--- config.mk ---
export PLATFORM = sky130hd
export DESIGN_NAME = hanoi_move_gen
export DESIGN_NICKNAME = d
export VERILOG_FILES = /design/src/rtl/hanoi_move_gen.sv
export SDC_FILE = /design/constraint.sdc
export NUM_CORES = 1
export LEC_CHECK = 0
export CORE_ASPECT_RATIO = 1.4
export CORE_MARGIN = 4
export CORE_UTILIZATION = 45
export CTS_CLUSTER_SIZE = 10
export DETAILED_ROUTE_END_ITERATION = 10
export PLACE_DENSITY = 0.71
export SYNTH_ARGS = -nofsm -noshare
export SYNTH_HDL_FRONTEND = slang
export SYNTH_SLANG_ARGS = --single-unit
--- constraint.sdc ---
create_clock -name clk -period 3.2 [get_ports clk]
set_input_delay 0.64 -clock clk [delete_from_list [all_inputs] [get_ports clk]]
set_output_delay 0.64 -clock clk [all_outputs]
set_load 0.05 [all_outputs]
--- src/rtl/hanoi_move_gen.sv ---
// Optimal Towers of Hanoi move sequencer: emits 2^S-1 fr/to/disk moves, rod0 -> rod2.
// Define HANOI_MOVEGEN_SVA_EN to compile in the concurrent assertions and cover.
module hanoi_move_gen #(
  parameter int S = 4,
  localparam int DW = $clog2(S)
) (
  input  logic          clk,
  input  logic          rst,
  input  logic          start,
  input  logic          move_ready,
  output logic          move_valid,
  output logic [1:0]    fr,
  output logic [1:0]    to,
  output logic [DW-1:0] disk,
  output logic [S-1:0]  move_cnt,
  output logic          busy,
  output logic          done
);

  typedef enum logic [1:0] {
    IDLE,
    CALC,
    OFFER,
    DONE
  } state_t;

  localparam logic [S-1:0] ALL  = '1;
  localparam logic [S-1:0] PEN  = {{(S-1){1'b1}}, 1'b0};
  localparam logic [S-1:0] ONE  = {{(S-1){1'b0}}, 1'b1};

  state_t        r_state;
  state_t        w_next;
  logic [S-1:0]  r_r0, r_r1, r_r2;
  logic [1:0]    r_fr, r_to;
  logic [DW-1:0] r_disk;
  logic [S-1:0]  r_cnt;

  logic          w_load, w_calc, w_hs;
  logic [S-1:0]  w_mask;
  logic [1:0]    w_p0, w_a, w_b;
  logic [S-1:0]  w_va, w_vb;
  logic [1:0]    w_fr, w_to;
  logic [DW-1:0] w_disk;

  function automatic logic [DW-1:0] top_idx(input logic [S-1:0] v);
    top_idx = '0;
    for (int i = S - 1; i >= 0; i--)
      if (v[i]) top_idx = DW'(i);
  endfunction

  always_ff @(posedge clk) begin
    if (rst) r_state <= IDLE;
    else     r_state <= w_next;
  end

  always_comb begin
    w_next     = r_state;
    move_valid = 1'b0;
    busy       = 1'b0;
    done       = 1'b0;
    unique case (r_state)
      IDLE: if (start) w_next = CALC;
      CALC: begin
        busy   = 1'b1;
        w_next = OFFER;
      end
      OFFER: begin
        busy       = 1'b1;
        move_valid = 1'b1;
        if (move_ready)
          w_next = (r_cnt == PEN) ? DONE : CALC;
      end
      DONE: begin
        done = 1'b1;
        if (start) w_next = CALC;
      end
      default: w_next = IDLE;
    endcase
  end

  assign w_load = start && (r_state == IDLE || r_state == DONE);
  assign w_calc = (r_state == CALC);
  assign w_hs   = (r_state == OFFER) && move_ready;
  assign w_mask = ONE << r_disk;

  // Odd moves: the one legal move between the two rods not holding disk 0.
  always_comb begin
    w_p0   = r_r0[0] ? 2'd0 : (r_r1[0] ? 2'd1 : 2'd2);
    w_a    = 2'd1;
    w_b    = 2'd2;
    w_va   = r_r1;
    w_vb   = r_r2;
    w_fr   = w_p0;
    w_to   = 2'd0;
    w_disk = '0;
    unique case (w_p0)
      2'd0: begin
        w_a = 2'd1; w_b = 2'd2;
        w_va = r_r1; w_vb = r_r2;
      end
      2'd1: begin
        w_a = 2'd0; w_b = 2'd2;
        w_va = r_r0; w_vb = r_r2;
      end
      default: begin
        w_a = 2'd0; w_b = 2'd1;
        w_va = r_r0; w_vb = r_r1;
      end
    endcase
    if (!r_cnt[0]) begin
      w_fr = w_p0;
      if (S % 2 == 0)
        w_to = (w_p0 == 2'd2) ? 2'd0 : w_p0 + 2'd1;
      else
        w_to = (w_p0 == 2'd0) ? 2'd2 : w_p0 - 2'd1;
    end else if (w_vb == '0 ||
                 (w_va != '0 && top_idx(w_va) < top_idx(w_vb))) begin
      w_fr   = w_a;
      w_to   = w_b;
      w_disk = top_idx(w_va);
    end else begin
      w_fr   = w_b;
      w_to   = w_a;
      w_disk = top_idx(w_vb);
    end
  end

  always_ff @(posedge clk) begin
    if (rst) begin
      r_r0   <= ALL;
      r_r1   <= '0;
      r_r2   <= '0;
      r_fr   <= '0;
      r_to   <= '0;
      r_disk <= '0;
      r_cnt  <= '0;
    end else if (w_load) begin
      r_r0  <= ALL;
      r_r1  <= '0;
      r_r2  <= '0;
      r_cnt <= '0;
    end else if (w_calc) begin
      r_fr   <= w_fr;
      r_to   <= w_to;
      r_disk <= w_disk;
    end else if (w_hs) begin
      if (r_fr == 2'd0) r_r0 <= r_r0 & ~w_mask;
      if (r_fr == 2'd1) r_r1 <= r_r1 & ~w_mask;
      if (r_fr == 2'd2) r_r2 <= r_r2 & ~w_mask;
      if (r_to == 2'd0) r_r0 <= r_r0 | w_mask;
      if (r_to == 2'd1) r_r1 <= r_r1 | w_mask;
      if (r_to == 2'd2) r_r2 <= r_r2 | w_mask;
      r_cnt <= r_cnt + ONE;
    end
  end

  assign fr       = r_fr;
  assign to       = r_to;
  assign disk     = r_disk;
  assign move_cnt = r_cnt;

`ifdef HANOI_MOVEGEN_SVA_EN
  logic [S-1:0] w_src, w_dst, w_le;
  assign w_src = (r_fr == 2'd0) ? r_r0 : (r_fr == 2'd1) ? r_r1 : r_r2;
  assign w_dst = (r_to == 2'd0) ? r_r0 : (r_to == 2'd1) ? r_r1 : r_r2;
  assign w_le  = (w_mask << 1) - ONE;

  a_enc: assert property (@(posedge clk) disable iff (rst)
    fr != 2'b11 && to != 2'b11);
  a_ne: assert property (@(posedge clk) disable iff (rst)
    move_valid |-> fr != to);
  a_stb: assert property (@(posedge clk) disable iff (rst)
    move_valid && !move_ready |=>
      $stable(fr) && $stable(to) && $stable(disk));
  a_sz: assert property (@(posedge clk) disable iff (rst)
    move_valid |-> (w_dst & w_le) == '0);
  a_src: assert property (@(posedge clk) disable iff (rst)
    move_valid |-> (w_src & w_mask) != '0);
  a_cnt: assert property (@(posedge clk) disable iff (rst)
    r_cnt <= ALL);
  c_done: cover property (@(posedge clk) disable iff (rst)
    done && r_r2 == ALL);
`endif

endmodule

==> metrics.cfg <==
[clocking]
cts_tree = built
clk_latency_ns = 0.27
clkTransAtPathRegs_ns = 0.09
hold_buffers = 0
postCtsSetupBuffers = 0
cts_root_buf = clkbuf_8
htree_levels = 1
cts_buffers = 3
cts_sinks = 24
cts.repair.resized = 0
cts_buffer_depth = 2

[finish]
n_antenna_cell = 0
mostFrequentLayoutCells = 24 x dfxtp_1, 19 x nor2_1, 16 x clkdlybuf4s50_1, 15 x nand2_1
final_core_util_pct = 56.0
nets = 198
finalNonFillerCells = 223
final_common_cell = dfxtp_1
finalInstanceArea_mm2 = 0.00161
area_growth_pct = 19.4
drive_above_1_share_pct = 5.91

[place]
globalplace.congestion = 0.866
portBuffers = 16
place_area_mm2 = 0.00154
place_inst = 219
dp_hpwl_mm = 2.53
pre_cts_ws_ns = 0.722

[setup_path]
ff2ff_path_depth = 9
crit_arrival_ns = 1.95
worstPathRequired_ns = 2.56
r2r_end = disk[0]$_SDFFE_PP0P_
rrSetupSlack_ns = 0.69
end_kind = output port
criticalPathCategory = flop to output port
critPathMaxFanout = 5
worstSetupStartpointType = flop

[die]
initial_utilization_pct = 46.9
dieWidth_um = 54.3
io_pins = 17
core_mm2 = 0.00288
die_h_um = 72.8
rows = 23
die-area_mm2 = 0.00395

[logic_synthesis]
async_reset_ff_share_pct = 0
synth-main-ff-cell = dfxtp_1
synthCells = 171
synth_cell_types = 39
synth_nets = 182
seq_area_frac_synth_pct = 35.6
syn_area_mm2 = 0.00135
ys_ff_latch = 24
ys_warn_count = 0
syn_area_per_cell_um2 = 7.89
synth-edff-count = 0

[sta]
hold_slack_ns = 0.486
final.min_clock_period_ns = 2.59
setup_slack_ns = 0.613
finalSetupViolCount = 0
rsz0062_at_grt = false
fin_crit_sh_pct = 80.9
finClkSkew_ns = 0.000901
slew_headroom_pct = 51.5
drv_slew = 0
tightest_slew_ns = 0.721
fmax_mhz = 386
hold_viol_final = 0
setup_tns_ns = 0

[hold_path]
min_path_cells = 2
hp-class = flop to flop

[drt]
viasPerCell = 5.93
first_pass_iters = 4
wire_per_inst_um = 15.2
drt-total-wl_mm = 3.39
remaining_drc_errors = 0
drtIter0Drc = 54
final_antenna_net_count = 0
vias = 1323

[flow_run]
drv_cap = 0

[global_routing]
antenna_found_initial = 0
grt_pass1_wl_mm = 5.64
grt_usage_pct = 19.0
grt_overflow = 0
grt_pass1_vias = 1263
grt_max_degree = 17

[status]
status = finished, final reports clean

[pwr]
power.density_mw_per_mm2 = 638
power.leakage_nw = 0.558
ir_worst_vdd_mv = 0.564
total_power_mw = 1.03

-- kinds of logic (layout without fill, tap and decap cells) --
family                     Yosys count  count (layout)  synth area share (%)
adders and majority gates            7               7                  6.49
and+or+nand+nor                     68              68                  24.9
DFF                                 24              24                  35.6
muxes                                1               1                 0.742
xor gates and xnor gates             3               3                  1.95
buffers and inverters               15              30                  4.27
AOI/OAI and AO/OA                   53              53                  26.1
-- cell type report --
cell class / count / area, µm²
clock buffer: 3 / 41.3
clock inverter: 1 / 30.0
fill: 270 / 1270
inverter: 9 / 33.8
multi-input combinational: 132 / 811
sequential: 24 / 480
tap: 37 / 46.3
timing repair buffer: 17 / 168
-- report_power, final --
group	total, mW	switching, mW	internal (mW)	leakage, nW
sequential	0.370	0.0441	0.326	0.194
combinational	0.385	0.259	0.126	0.328
clock	0.271	0.104	0.167	0.0357
-- routing by layer --
layer	vias up	track usage (%)	share of wire, %
li1	647	-	-
met3	14	3.68	5.9
met2	62	31.7	49
met5	-	0	0
met4	0	9.14	4.4
met1	600	22.4	40
-- worst max-delay path, cell delays in order (launching register included) --
cell	delay [ns]
dfxtp_1	0.42
inv_1	0.06
ha_1	0.32
inv_1	0.08
clkdlybuf4s50_1	0.81
-- Yosys cell counts (3+ instances only) --
cell type	n	area, µm²
dfxtp_1	24	480
nor2_1	19	71.3
nand2_1	15	56.3
a21oi_1	14	70.1
o21ai_0	14	70.1
nand3_1	11	55.1
inv_1	9	33.8
ha_1	7	87.6
nor2b_1	7	43.8
clkbuf_1	5	18.8
nand4_1	5	31.3
nand2b_1	4	25.0
a221o_1	3	30.0
o31ai_1	3	22.5
-- worst max path at each step --
stage                             from              endpoint  slack (ns)
2_1_floorplan                     flop  disk[0]$_SDFFE_PP0P_        1.02
3_3_place_gp                      flop  disk[0]$_SDFFE_PP0P_        0.73
3_5_place_dp                      flop  disk[0]$_SDFFE_PP0P_        0.72
4_1_cts        r_state[0]$_SDFFE_PP0P_                  busy        0.60
5_1_grt                           flop  disk[0]$_SDFFE_PP0P_        0.52
6_report       r_state[0]$_SDFFE_PP0P_                  busy        0.61
Note: power is estimated with default switching activity, not from simulation.
